## src/rtl/chdr_conv_arbiter_pkg.sv

```systemverilog
// Shared types and constants for the CHDR converter arbiter.
package chdr_conv_arbiter_pkg;

    // Config word layout: [16] = enable, [15:0] = destination SID
    localparam int ENABLE_BIT = 16;
    localparam int DEST_MSB   = 15;
    localparam int CFG_W      = ENABLE_BIT + 1;

    localparam logic [7:0] DEFAULT_CONV_ADDR = 8'd89;

    typedef logic [CFG_W-1:0] cfg_t;

    typedef enum logic [2:0] {
        ST_IDLE,
        ST_DRAIN,
        ST_CFG,
        ST_SETTLE,
        ST_PASS
    } state_t;

    // Zero-extends a config word to the 32-bit settings bus
    function automatic logic [31:0] cfg_to_word(input cfg_t c);
        return {{(32-CFG_W){1'b0}}, c};
    endfunction

endpackage

```

## src/rtl/chdr_conv_arbiter_if.sv

```systemverilog
// CHDR AXI-stream style link: data, framing and valid/ready handshake.
interface chdr_conv_arbiter_if;
    logic [63:0] tdata;
    logic        tlast;
    logic        tvalid;
    logic        tready;

    modport master (output tdata, output tlast, output tvalid, input tready);
    modport slave  (input tdata, input tlast, input tvalid, output tready);
endinterface

```

## src/rtl/chdr_conv_arbiter_regs.sv

```systemverilog
// Per-port converter config words and tracking of the word the converter
// currently holds. "Loaded" starts invalid so the first grant always
// programs the converter, even if the port config happens to be zero.
module chdr_conv_arbiter_regs
    import chdr_conv_arbiter_pkg::*;
#(
    parameter logic [7:0] BASE = 8'd0
) (
    input  logic        clk,
    input  logic        reset_n,
    input  logic        set_stb_i,
    input  logic [7:0]  set_addr_i,
    input  logic [31:0] set_data_i,
    input  logic        sel_i,
    input  logic        load_i,
    output cfg_t        sel_cfg_o,
    output logic        cfg_match_o
);
    localparam logic [7:0] ADDR0 = BASE;
    localparam logic [7:0] ADDR1 = BASE + 8'd1;

    cfg_t cfg0_q, cfg0_d;
    cfg_t cfg1_q, cfg1_d;
    cfg_t loaded_q, loaded_d;
    logic loaded_vld_q, loaded_vld_d;
    logic unused_set_bits;

    assign unused_set_bits = ^set_data_i[31:CFG_W];

    // Next-state for config words and the loaded-config shadow
    always_comb begin
        cfg0_d       = cfg0_q;
        cfg1_d       = cfg1_q;
        loaded_d     = loaded_q;
        loaded_vld_d = loaded_vld_q;
        if (set_stb_i && set_addr_i == ADDR0) cfg0_d = set_data_i[CFG_W-1:0];
        if (set_stb_i && set_addr_i == ADDR1) cfg1_d = set_data_i[CFG_W-1:0];
        if (load_i) begin
            loaded_d     = sel_cfg_o;
            loaded_vld_d = 1'b1;
        end
    end

    // Register state
    always_ff @(posedge clk or negedge reset_n) begin
        if (!reset_n) begin
            cfg0_q       <= '0;
            cfg1_q       <= '0;
            loaded_q     <= '0;
            loaded_vld_q <= 1'b0;
        end else begin
            cfg0_q       <= cfg0_d;
            cfg1_q       <= cfg1_d;
            loaded_q     <= loaded_d;
            loaded_vld_q <= loaded_vld_d;
        end
    end

    assign sel_cfg_o   = sel_i ? cfg1_q : cfg0_q;
    assign cfg_match_o = loaded_vld_q && (loaded_q == sel_cfg_o);

endmodule

```

## src/rtl/chdr_conv_arbiter.sv

```systemverilog
// Packet-boundary round-robin arbiter sharing one CHDR converter between
// two requesters, reprogramming the converter between packets when needed.
//
// state  | meaning
// IDLE   | no packet granted; pick next requester
// DRAIN  | wait for all converted packets to leave the converter
// CFG    | one-cycle settings write of the granted port's config
// SETTLE | idle gap so the converter absorbs the new config
// PASS   | granted port streams straight into the converter
module chdr_conv_arbiter
    import chdr_conv_arbiter_pkg::*;
#(
    parameter logic [7:0]  BASE          = 8'd0,
    parameter logic [7:0]  CONV_ADDR     = DEFAULT_CONV_ADDR,
    parameter int unsigned SETTLE_CYCLES = 2
) (
    input  logic                       clk,
    input  logic                       reset_n,
    input  logic                       set_stb,
    input  logic [7:0]                 set_addr,
    input  logic [31:0]                set_data,
    chdr_conv_arbiter_if.slave         in0,
    chdr_conv_arbiter_if.slave         in1,
    chdr_conv_arbiter_if.master        conv_i,
    output logic                       conv_set_stb,
    output logic [7:0]                 conv_set_addr,
    output logic [31:0]                conv_set_data,
    input  logic                       conv_o_tlast,
    input  logic                       conv_o_tvalid,
    input  logic                       conv_o_tready,
    output logic                       grant,
    output logic                       busy
);
    localparam logic [3:0] SETTLE_LOAD = 4'(SETTLE_CYCLES - 1);

    state_t     state_q, state_d;
    logic       grant_q, grant_d;
    logic [3:0] settle_q, settle_d;
    logic [1:0] outst_q, outst_d;

    logic req_any, pick, cfg_sel, cfg_match;
    logic g_tvalid, g_tlast;
    logic in_hs_last, out_hs_last;
    cfg_t sel_cfg;

    // Both requesting: alternate away from the last grant; else take the one asking
    assign req_any = in0.tvalid | in1.tvalid;
    assign pick    = (in0.tvalid & in1.tvalid) ? ~grant_q : in1.tvalid;
    assign cfg_sel = (state_q == ST_IDLE) ? pick : grant_q;

    assign g_tvalid = grant_q ? in1.tvalid : in0.tvalid;
    assign g_tlast  = grant_q ? in1.tlast  : in0.tlast;

    assign in_hs_last  = conv_i.tvalid & conv_i.tready & conv_i.tlast;
    assign out_hs_last = conv_o_tvalid & conv_o_tready & conv_o_tlast;

    chdr_conv_arbiter_regs #(
        .BASE (BASE)
    ) u_regs (
        .clk         (clk),
        .reset_n     (reset_n),
        .set_stb_i   (set_stb),
        .set_addr_i  (set_addr),
        .set_data_i  (set_data),
        .sel_i       (cfg_sel),
        .load_i      (state_q == ST_CFG),
        .sel_cfg_o   (sel_cfg),
        .cfg_match_o (cfg_match)
    );

    // Packets inside the converter: entered minus completed, saturating
    always_comb begin
        outst_d = outst_q;
        if (in_hs_last && !out_hs_last && outst_q != 2'd3) outst_d = outst_q + 2'd1;
        if (!in_hs_last && out_hs_last && outst_q != 2'd0) outst_d = outst_q - 2'd1;
    end

    // Next-state and outputs
    always_comb begin
        state_d       = state_q;
        grant_d       = grant_q;
        settle_d      = settle_q;
        conv_set_stb  = 1'b0;
        conv_set_addr = '0;
        conv_set_data = '0;
        conv_i.tdata  = '0;
        conv_i.tlast  = 1'b0;
        conv_i.tvalid = 1'b0;
        in0.tready    = 1'b0;
        in1.tready    = 1'b0;
        unique case (state_q)
            ST_IDLE: begin
                if (req_any) begin
                    grant_d = pick;
                    state_d = cfg_match ? ST_PASS : ST_DRAIN;
                end
            end
            ST_DRAIN: begin
                if (outst_q == 2'd0) state_d = ST_CFG;
            end
            ST_CFG: begin
                conv_set_stb  = 1'b1;
                conv_set_addr = CONV_ADDR;
                conv_set_data = cfg_to_word(sel_cfg);
                settle_d      = SETTLE_LOAD;
                state_d       = ST_SETTLE;
            end
            ST_SETTLE: begin
                if (settle_q == 4'd0) state_d = ST_PASS;
                else                  settle_d = settle_q - 4'd1;
            end
            ST_PASS: begin
                if (grant_q) begin
                    conv_i.tdata  = in1.tdata;
                    conv_i.tlast  = in1.tlast;
                    conv_i.tvalid = in1.tvalid;
                    in1.tready    = conv_i.tready;
                end else begin
                    conv_i.tdata  = in0.tdata;
                    conv_i.tlast  = in0.tlast;
                    conv_i.tvalid = in0.tvalid;
                    in0.tready    = conv_i.tready;
                end
                if (g_tvalid && conv_i.tready && g_tlast) state_d = ST_IDLE;
            end
            default: state_d = ST_IDLE;
        endcase
    end

    // State registers; port 1 counts as last granted so port 0 wins first
    always_ff @(posedge clk or negedge reset_n) begin
        if (!reset_n) begin
            state_q  <= ST_IDLE;
            grant_q  <= 1'b1;
            settle_q <= '0;
            outst_q  <= '0;
        end else begin
            state_q  <= state_d;
            grant_q  <= grant_d;
            settle_q <= settle_d;
            outst_q  <= outst_d;
        end
    end

    assign grant = grant_q;
    assign busy  = (state_q != ST_IDLE);

endmodule
```

## src/flat_wrapper.sv

```systemverilog
// flat-port wrapper written by rule: the top's interface ports become plain ports
module chdr_conv_arbiter_flat import chdr_conv_arbiter_pkg::*;
#(
    parameter logic [7:0]  BASE          = 8'd0,
    parameter logic [7:0]  CONV_ADDR     = DEFAULT_CONV_ADDR,
    parameter int unsigned SETTLE_CYCLES = 2
)
  (clk, reset_n, set_stb, set_addr, set_data, conv_set_stb, conv_set_addr, conv_set_data, conv_o_tlast, conv_o_tvalid, conv_o_tready, grant, busy, in0_tdata, in0_tlast, in0_tvalid, in0_tready, in1_tdata, in1_tlast, in1_tvalid, in1_tready, conv_i_tdata, conv_i_tlast, conv_i_tvalid, conv_i_tready);
  chdr_conv_arbiter_if in0_i ();
  chdr_conv_arbiter_if in1_i ();
  chdr_conv_arbiter_if conv_i_i ();
  input  logic clk;
  input  logic reset_n;
  input  logic set_stb;
  input  logic [7:0] set_addr;
  input  logic [31:0] set_data;
  output logic conv_set_stb;
  output logic [7:0] conv_set_addr;
  output logic [31:0] conv_set_data;
  input  logic conv_o_tlast;
  input  logic conv_o_tvalid;
  input  logic conv_o_tready;
  output logic grant;
  output logic busy;
  input wire logic [$bits(in0_i.tdata)-1:0] in0_tdata;
  input wire logic [$bits(in0_i.tlast)-1:0] in0_tlast;
  input wire logic [$bits(in0_i.tvalid)-1:0] in0_tvalid;
  output wire logic [$bits(in0_i.tready)-1:0] in0_tready;
  input wire logic [$bits(in1_i.tdata)-1:0] in1_tdata;
  input wire logic [$bits(in1_i.tlast)-1:0] in1_tlast;
  input wire logic [$bits(in1_i.tvalid)-1:0] in1_tvalid;
  output wire logic [$bits(in1_i.tready)-1:0] in1_tready;
  output wire logic [$bits(conv_i_i.tdata)-1:0] conv_i_tdata;
  output wire logic [$bits(conv_i_i.tlast)-1:0] conv_i_tlast;
  output wire logic [$bits(conv_i_i.tvalid)-1:0] conv_i_tvalid;
  input wire logic [$bits(conv_i_i.tready)-1:0] conv_i_tready;
  assign in0_i.tdata = in0_tdata;
  assign in0_i.tlast = in0_tlast;
  assign in0_i.tvalid = in0_tvalid;
  assign in0_tready = in0_i.tready;
  assign in1_i.tdata = in1_tdata;
  assign in1_i.tlast = in1_tlast;
  assign in1_i.tvalid = in1_tvalid;
  assign in1_tready = in1_i.tready;
  assign conv_i_tdata = conv_i_i.tdata;
  assign conv_i_tlast = conv_i_i.tlast;
  assign conv_i_tvalid = conv_i_i.tvalid;
  assign conv_i_i.tready = conv_i_tready;
  chdr_conv_arbiter #(.BASE(BASE), .CONV_ADDR(CONV_ADDR), .SETTLE_CYCLES(SETTLE_CYCLES)) u_core (.clk(clk), .reset_n(reset_n), .set_stb(set_stb), .set_addr(set_addr), .set_data(set_data), .in0(in0_i), .in1(in1_i), .conv_i(conv_i_i), .conv_set_stb(conv_set_stb), .conv_set_addr(conv_set_addr), .conv_set_data(conv_set_data), .conv_o_tlast(conv_o_tlast), .conv_o_tvalid(conv_o_tvalid), .conv_o_tready(conv_o_tready), .grant(grant), .busy(busy));
endmodule
```

## config.mk

```make
export PLATFORM = sky130hd
export DESIGN_NAME = chdr_conv_arbiter_flat
export DESIGN_NICKNAME = d
export VERILOG_FILES = /design/src/rtl/chdr_conv_arbiter_pkg.sv /design/src/rtl/chdr_conv_arbiter_if.sv /design/src/rtl/chdr_conv_arbiter_regs.sv /design/src/rtl/chdr_conv_arbiter.sv /design/src/flat_wrapper.sv
export SDC_FILE = /design/constraint.sdc
export NUM_CORES = 1
export LEC_CHECK = 0
export CORE_ASPECT_RATIO = 1.75
export CORE_MARGIN = 1
export CORE_UTILIZATION = 33
export DETAILED_ROUTE_END_ITERATION = 16
export GPL_TIMING_DRIVEN = 0
export HOLD_SLACK_MARGIN = 0.08
export PLACE_DENSITY = 0.77
export SLEW_MARGIN = 20
export SYNTH_ARGS = -nofsm -noshare
export SYNTH_HDL_FRONTEND = slang
export SYNTH_SLANG_ARGS = --single-unit
```

## constraint.sdc

```tcl
create_clock -name clk -period 2.75 [get_ports clk]
set_clock_uncertainty 0.2 [all_clocks]
set_input_delay 0.55 -clock clk [delete_from_list [all_inputs] [get_ports clk]]
set_output_delay 0.55 -clock clk [all_outputs]
set_load 0.01 [all_outputs]
```

==> impl_metrics.yaml, run 1 <==
power:
  swShare: 0.378
  pwr-share-comb: 0.632
  clkPwrFrac: 0.177
  p_leak_nw: 3.95
  seqPwrFrac: 0.191
  p_switching_mw: 2.47
  power.total_mw: 6.54
  p_int_mw: 4.07
  ir_worst_vdd_mv: 0.568
  pwr_density_cell_mw_per_mm2: 802
cts:
  clock_latency_ns: 0.33
  clkTransAtPathRegs_ns: 0.05
  cts_buffers: 9
  cts_tree: "built"
  cts.path.max_buffers: 2
  cts_root_buffer: "clkbuf_16"
  clock-sinks: 62
  htreeDepth: 3
synth:
  yosysWarningCount: 0
  avgSynthCellArea_um2: 9.47
  ys.flop_type: "dfrtp_1"
  syn_inst: 448
  muxShareOfSynthArea: 0.276
  synth_compound_area_frac: 0.0994
  synthTopCellsByCount: "nor2_1, mux2i_1, dfrtp_1, mux2_2, buf_4"
  synth_edf_count: 0
  yosys.area.top_type: "dfrtp_1"
  syn-cell-area_mm2: 0.00424
  synth-async-reset-ratio: 1.00
  synth-seq-cells: 62
  ys_seq_area_frac: 0.366
  synth_top_family_by_area: "multiplexers"
  yosys.area_share.simple: 0.142
  synth_xor_area_frac: 0.0310
  yosysMostFrequentCell: "nor2_1"
  yosys-top-cells-area: "dfrtp_1, mux2i_1, mux2_2"
  yosysUniqueCellTypes: 49
  synth_top_area_frac: 0.360
  synth-adder-area-share: 0.00590
route:
  vias: 4700
  first_pass_iters: 4
  wirelength_um: 18600
  detail_route.iter0.violations: 275
  drcViolationCount: 0
  vias_per_cell: 4.93
  ant_nets: 0
  wl_per_cell_um: 19.5
global_routing:
  overflow: 0
  grt_pass1_wl_um: 26300
  grt.total_usage: 0.268
  grt_pass1_vias: 4928
  grt_max_degree: 54
  antenna_found_initial: 10
die:
  fp.coreArea_mm2: 0.0125
  start_util: 0.340
  die_area_mm2: 0.0133
  die_y_um: 152
  rows: 54
  die_w_um: 87.7
  pin_count: 290
sta:
  tns_ns: -1.45
  worst_slack_ns: -0.180
  timing.hold.ws_ns: 0.294
  min_period_over_period: 1.07
  fin_crit_ns: 2.93
  finalSetupViolations: 20
  worstMarginPinSlew_ns: 0.625
  relSlewSlack: 0.584
  clock.fmax_mhz: 341
  rsz0062_at_grt: "yes"
  final_max_slew_viol_count: 0
  hold_viol_final: 0
place:
  pre_cts_slack_ns: -0.893
  dp.cells: 889
  io_buffers: 254
  gp_congestion: 0.908
  hpwlAfterDp_um: 14400
critical_path:
  path_class: "flop to output port"
  critPathLaunchType: "flop"
  critPathMaxFanout: 4
  end_kind: "output port"
  crit_arrival_ns: 2.18
  crit_required_ns: 2.00
final_layout:
  fin_cells: 953
  drive_gt1_frac: 0.363
  nNetsFinal: 955
  n_fill_cell: 956
  syn2layout_area_growth_pct: 92.2
min_path:
  hold_class: "flop to flop"
flow_run:
  cap_violations: 0
status:
  status: "finished with violations"
  violations: "negative setup slack"
-- registers in the layout, indices dropped and copies added (netlist names) --
register and flops:
u_core.u_regs.cfg0_q 17, u_core.u_regs.loaded_vld_q 1, u_core.u_regs.loaded_q 17, u_core.state_q 3, u_core.grant 1, u_core.u_regs.cfg1_q 17, u_core.settle_q 4, u_core.outst_q 2
-- kinds of logic (layout without fill, tap and decap cells) --
logic type / count (synthesis) / count (layout)
buffers and inverters: 62 / 375
flip-flops: 62 / 62
multiplexers: 113 / 113
other: 1 / 25
XOR/XNOR: 15 / 15
adder cells (fa/ha/maj): 2 / 2
AO/OA/AOI/OAI: 58 / 58
AND/OR/NAND/NOR: 135 / 135
-- metrics by stage --
stage,instance area (µm²),utilization
finish,8160,0.653
global route,8140,0.652
CTS,8000,0.640
detailed placement,7110,0.569
global placement,7080,0.567
floorplan,4330,-
-- power by group through the flow --
stage / logic [mW] / clock network (mW) / registers [mW]
final: 4.14 / 1.16 / 1.25
after CTS: 3.60 / 1.17 / 1.24
after global routing: 4.36 / 1.21 / 1.26
after global placement: 2.75 / 0 / 1.23
after floorplan: 1.74 / 0 / 1.21
after detailed placement: 2.82 / 0 / 1.24
-- cell usage in the layout, fill, tap and decap left out, drive strengths merged, types with 4 or more instances in the layout --
cell	instances
nor2	92
buf	95
o211ai	4
mux2i	80
a21o	18
nand3	4
clkbuf	74
clkinvlp	4
diode	6
clkdlybuf4s50	166
dfrtp	61
o21ai	6
mux2	33
clkdlybuf4s15	6
nand2	12
a21oi	11
conb	19
xor2	13
dlygate4sd2	15
inv	11
nand4	4
-- routing by layer --
layer / GRT usage / wire (µm) / part of all wire / vias to the layer above
met3: 0.114 / 2430 / 0.13 / 40
met1: 0.270 / 6100 / 0.33 / 2217
met5: 0 / 38 / 0.0020 / -
met4: 0.0867 / 454 / 0.024 / 6
li1: - / - / - / 2189
met2: 0.480 / 9540 / 0.51 / 248
-- final timing paths --
kind                                            startpoint                         end  slack, ns  cells after the start
worst max-delay path                     u_core.state_q[1]            conv_set_data[4]      -0.18                      9
worst min-delay path            u_core.u_regs.loaded_q[14]  u_core.u_regs.loaded_q[14]       0.29                      1
worst max register to register           u_core.state_q[0]           u_core.state_q[2]      -0.13                      9
worst min register to register  u_core.u_regs.loaded_q[14]  u_core.u_regs.loaded_q[14]       0.29                      1
max in group asynchronous                          reset_n                u_core.grant       1.41                      3
min in group asynchronous                          reset_n     u_core.u_regs.cfg1_q[7]       0.39                      2
-- layout make-up --
| cell class | count | area, µm² | area share |
|---|---|---|---|
| repair buffers | 299 | 2640 | 0.323 |
| well taps | 168 | 210 | 0.0258 |
| clock buffers | 11 | 253 | 0.0310 |
| plain buffers | 48 | 475 | 0.0583 |
| clock inverters | 5 | 57.6 | 0.00706 |
| diodes | 6 | 15.0 | 0.00184 |
| flip-flops and latches | 62 | 1560 | 0.191 |
| inverters | 12 | 48.8 | 0.00598 |
| multi-input cells | 342 | 2910 | 0.356 |
-- timing repair --
item                                    CTS  global route
gates resized for setup                 245           163
buffers inserted                         28            13
gates cloned                              0             3
endpoints found under the hold margin     9             0
pin swaps                                11            11
hold buffers                              1             0
endpoints found under the setup margin  101            83
-- critical path: stages, from the launching register on --
cell	delay [ns]
dfrtp_2	0.44
buf_6	0.14
o31ai_4	0.28
buf_6	0.15
o21ai_4	0.08
buf_6	0.15
buf_6	0.12
mux2i_4	0.17
nor2_2	0.14
buf_2	0.16
No activity file was read; power rests on OpenSTA's default activity.
==> run 2: changes to the inputs <==
--- a/config.mk
+++ b/config.mk
@@ -5,6 +5,7 @@
 export SDC_FILE = /design/constraint.sdc
 export NUM_CORES = 1
 export LEC_CHECK = 0
+export CAP_MARGIN = 20
 export CORE_ASPECT_RATIO = 1.75
 export CORE_MARGIN = 1
 export CORE_UTILIZATION = 33
@@ -12,6 +13,7 @@
 export GPL_TIMING_DRIVEN = 0
 export HOLD_SLACK_MARGIN = 0.08
 export PLACE_DENSITY = 0.77
+export REMOVE_ABC_BUFFERS = 1
 export SLEW_MARGIN = 20
 export SYNTH_ARGS = -nofsm -noshare
 export SYNTH_HDL_FRONTEND = slang
==> run 2 against run 1 <==
Compared with the run above: the flow still finishes with violations (negative setup slack); worst setup slack better by 0.013 ns; clock-buffer cell count up 1; clock power increased by 4%; final cell count fell by 1.5%; worst hold slack got worse by 0.015 ns; sequential power increased by 3%; power up 2.8%; flip-flop and latch count is the same; cell area rose by 0.11%; routed wire length increased by 7.4%; first-iteration DRC count shrank 28%; critical path type unchanged; largest cell class unchanged.
==> impl_metrics.yaml, run 2 (same netlist as run 1, synthesis figures left out) <==
sta:
  relSlewSlack: 0.611
  finalSetupViolations: 20
  rsz0062_at_grt: "yes"
  min_period_over_period: 1.06
  clock.fmax_mhz: 343
  hold_viol_final: 0
  final_max_slew_viol_count: 0
  worst_slack_ns: -0.166
  fin_crit_ns: 2.92
  worstMarginPinSlew_ns: 0.583
global_routing:
  grt.total_usage: 0.289
  antenna_found_initial: 22
  overflow: 0
  grt_pass1_wl_um: 28300
  grt_max_degree: 36
  grt_pass1_vias: 4860
place:
  pre_cts_slack_ns: -1.46
  placed_cell_area_mm2: 0.00685
  io_buffers: 255
  gp_congestion: 0.911
  hpwlAfterDp_um: 13300
cts:
  clock-sinks: 62
  clkTransAtPathRegs_ns: 0.06
  cts_tree: "built"
  cts_root_buffer: "clkbuf_16"
  cts.path.max_buffers: 2
  cts_buffers: 9
  clock_latency_ns: 0.33
  htreeDepth: 3
route:
  drcViolationCount: 0
  wirelength_um: 19900
  detail_route.iter0.violations: 199
  vias_per_cell: 5.07
  wl_per_cell_um: 21.2
  ant_nets: 0
  first_pass_iters: 8
  vias: 4765
critical_path:
  critPathLaunchType: "flop"
  crit_arrival_ns: 2.17
  crit_top_cell: "buf_4"
  end_kind: "output port"
  path_cells: "nor3_4 > inv_2 > o21ai_4 > buf_4 > buf_12 > buf_4 > mux2i_4 > nor2_4 > buf_6"
  critPathMaxStageDelay_ns: 0.47
  r2r_start: "u_core.state_q[2]"
  critPathMaxFanout: 8
  crit_path_start: "u_core.state_q[2]"
  critPathSlowestCell: "dfrtp_2"
  crit_required_ns: 2.00
  path_class: "flop to output port"
die:
  start_util: 0.340
  die_area_mm2: 0.0133
  pin_count: 290
  die_y_um: 152
  die_w_um: 87.7
  rows: 54
  fp.coreArea_mm2: 0.0125
flow_run:
  cap_violations: 0
power:
  power.total_mw: 6.72
  seqPwrFrac: 0.192
  p_leak_nw: 3.94
  p_int_mw: 4.19
  pwr_density_cell_mw_per_mm2: 823
  p_switching_mw: 2.53
  swShare: 0.376
  ir_worst_vdd_mv: 0.857
  clkPwrFrac: 0.180
  pwr-share-comb: 0.629
final_layout:
  drive_gt1_frac: 0.296
  final_area_mm2: 0.00817
  nNetsFinal: 933
  final_common_cell: "clkdlybuf4s50_1"
  reg_top3: "u_core.u_regs.cfg0_q (17), u_core.u_regs.cfg1_q (17), u_core.u_regs.loaded_q (17)"
  fin_util: 0.653
  layout_common_cells: "clkdlybuf4s50_1, nor2_1, mux2i_1"
  syn2layout_area_growth_pct: 92.4
min_path:
  hold_start: "u_core.u_regs.loaded_q[6]"
  hold_class: "flop to flop"
status:
  status: "finished with violations"
  violations: "negative setup slack"
-- run 2: area by class of cell --
class | count | area (µm²)
Clock buffer | 12 | 246
Multi-Input combinational cell | 345 | 2880
Tap cell | 168 | 210
Timing Repair Buffer | 322 | 3110
Sequential cell | 62 | 1560
Inverter | 12 | 48.8
Antenna cell | 14 | 35.0
Clock inverter | 4 | 70.1
Fill cell | 939 | 4330
-- run 2: metrics by stage --
step | TNS [ns] | hold slack [ns] | std cells
2_1_floorplan | -29.56 | 0.0544 | 416
3_3_place_gp | -204.76 | 0.262 | 839
3_5_place_dp | -50.26 | 0.271 | 842
4_1_cts | -1.05 | 0.284 | 907
5_1_grt | -2.84 | 0.307 | 927
6_report | -1.32 | 0.279 | 939
-- run 2: what timing repair did --
| action | CTS | global route |
|---|---|---|
| hold buffers | 1 | 0 |
| endpoints found under the hold margin | 27 | 0 |
| cloned | 7 | 1 |
| setup endpoints to repair | 111 | 45 |
| pin swaps | 15 | 12 |
| gates resized for setup | 206 | 98 |
| setup buffers | 41 | 17 |
-- run 2: per-layer routing --
layer  share of wire  vias to the layer above  global-route usage
met1            0.34                     2261               0.287
met2            0.49                      258               0.492
met5          0.0062                        -                   0
met4           0.031                       18              0.0859
li1                -                     2165                   -
met3            0.13                       63               0.175
-- run 2: worst paths after layout --
check | end | slack [ns] | depth (start not counted)
worst max-delay path | conv_set_data[9] | -0.17 | 9
worst min-delay path | u_core.u_regs.loaded_q[6] | 0.28 | 1
worst max register to register | u_core.state_q[2] | -0.13 | 10
worst min register to register | u_core.u_regs.loaded_q[6] | 0.28 | 1
max in group asynchronous | u_core.grant | 1.27 | 3
min in group asynchronous | u_core.u_regs.cfg0_q[13] | 0.50 | 2
-- run 2: worst max-delay path: cells and delay by family, from the launching register on --
family / cells / cell delay [ns]
AOI/OAI and AO/OA: 1 / 0.12
DFF: 1 / 0.47
muxes: 1 / 0.28
buffers and inverters: 5 / 0.62
and+or+nand+nor: 2 / 0.32
-- run 2: power groups by stage --
stage	logic (mW)	registers (mW)	clock network, mW
2_1_floorplan	1.37	1.44	0
3_3_place_gp	2.25	1.51	0
3_5_place_dp	2.38	1.42	0
4_1_cts	3.72	1.28	1.22
5_1_grt	4.44	1.30	1.25
6_report	4.23	1.29	1.21
==> run 3: changes to the inputs <==
--- a/config.mk
+++ b/config.mk
@@ -5,6 +5,7 @@
 export SDC_FILE = /design/constraint.sdc
 export NUM_CORES = 1
 export LEC_CHECK = 0
+export ABC_CLOCK_PERIOD_IN_PS = 2750
 export CAP_MARGIN = 20
 export CORE_ASPECT_RATIO = 1.75
 export CORE_MARGIN = 1
==> results of run 3 <==
The final DEF is identical to that of run 2; final timing and power are the same.
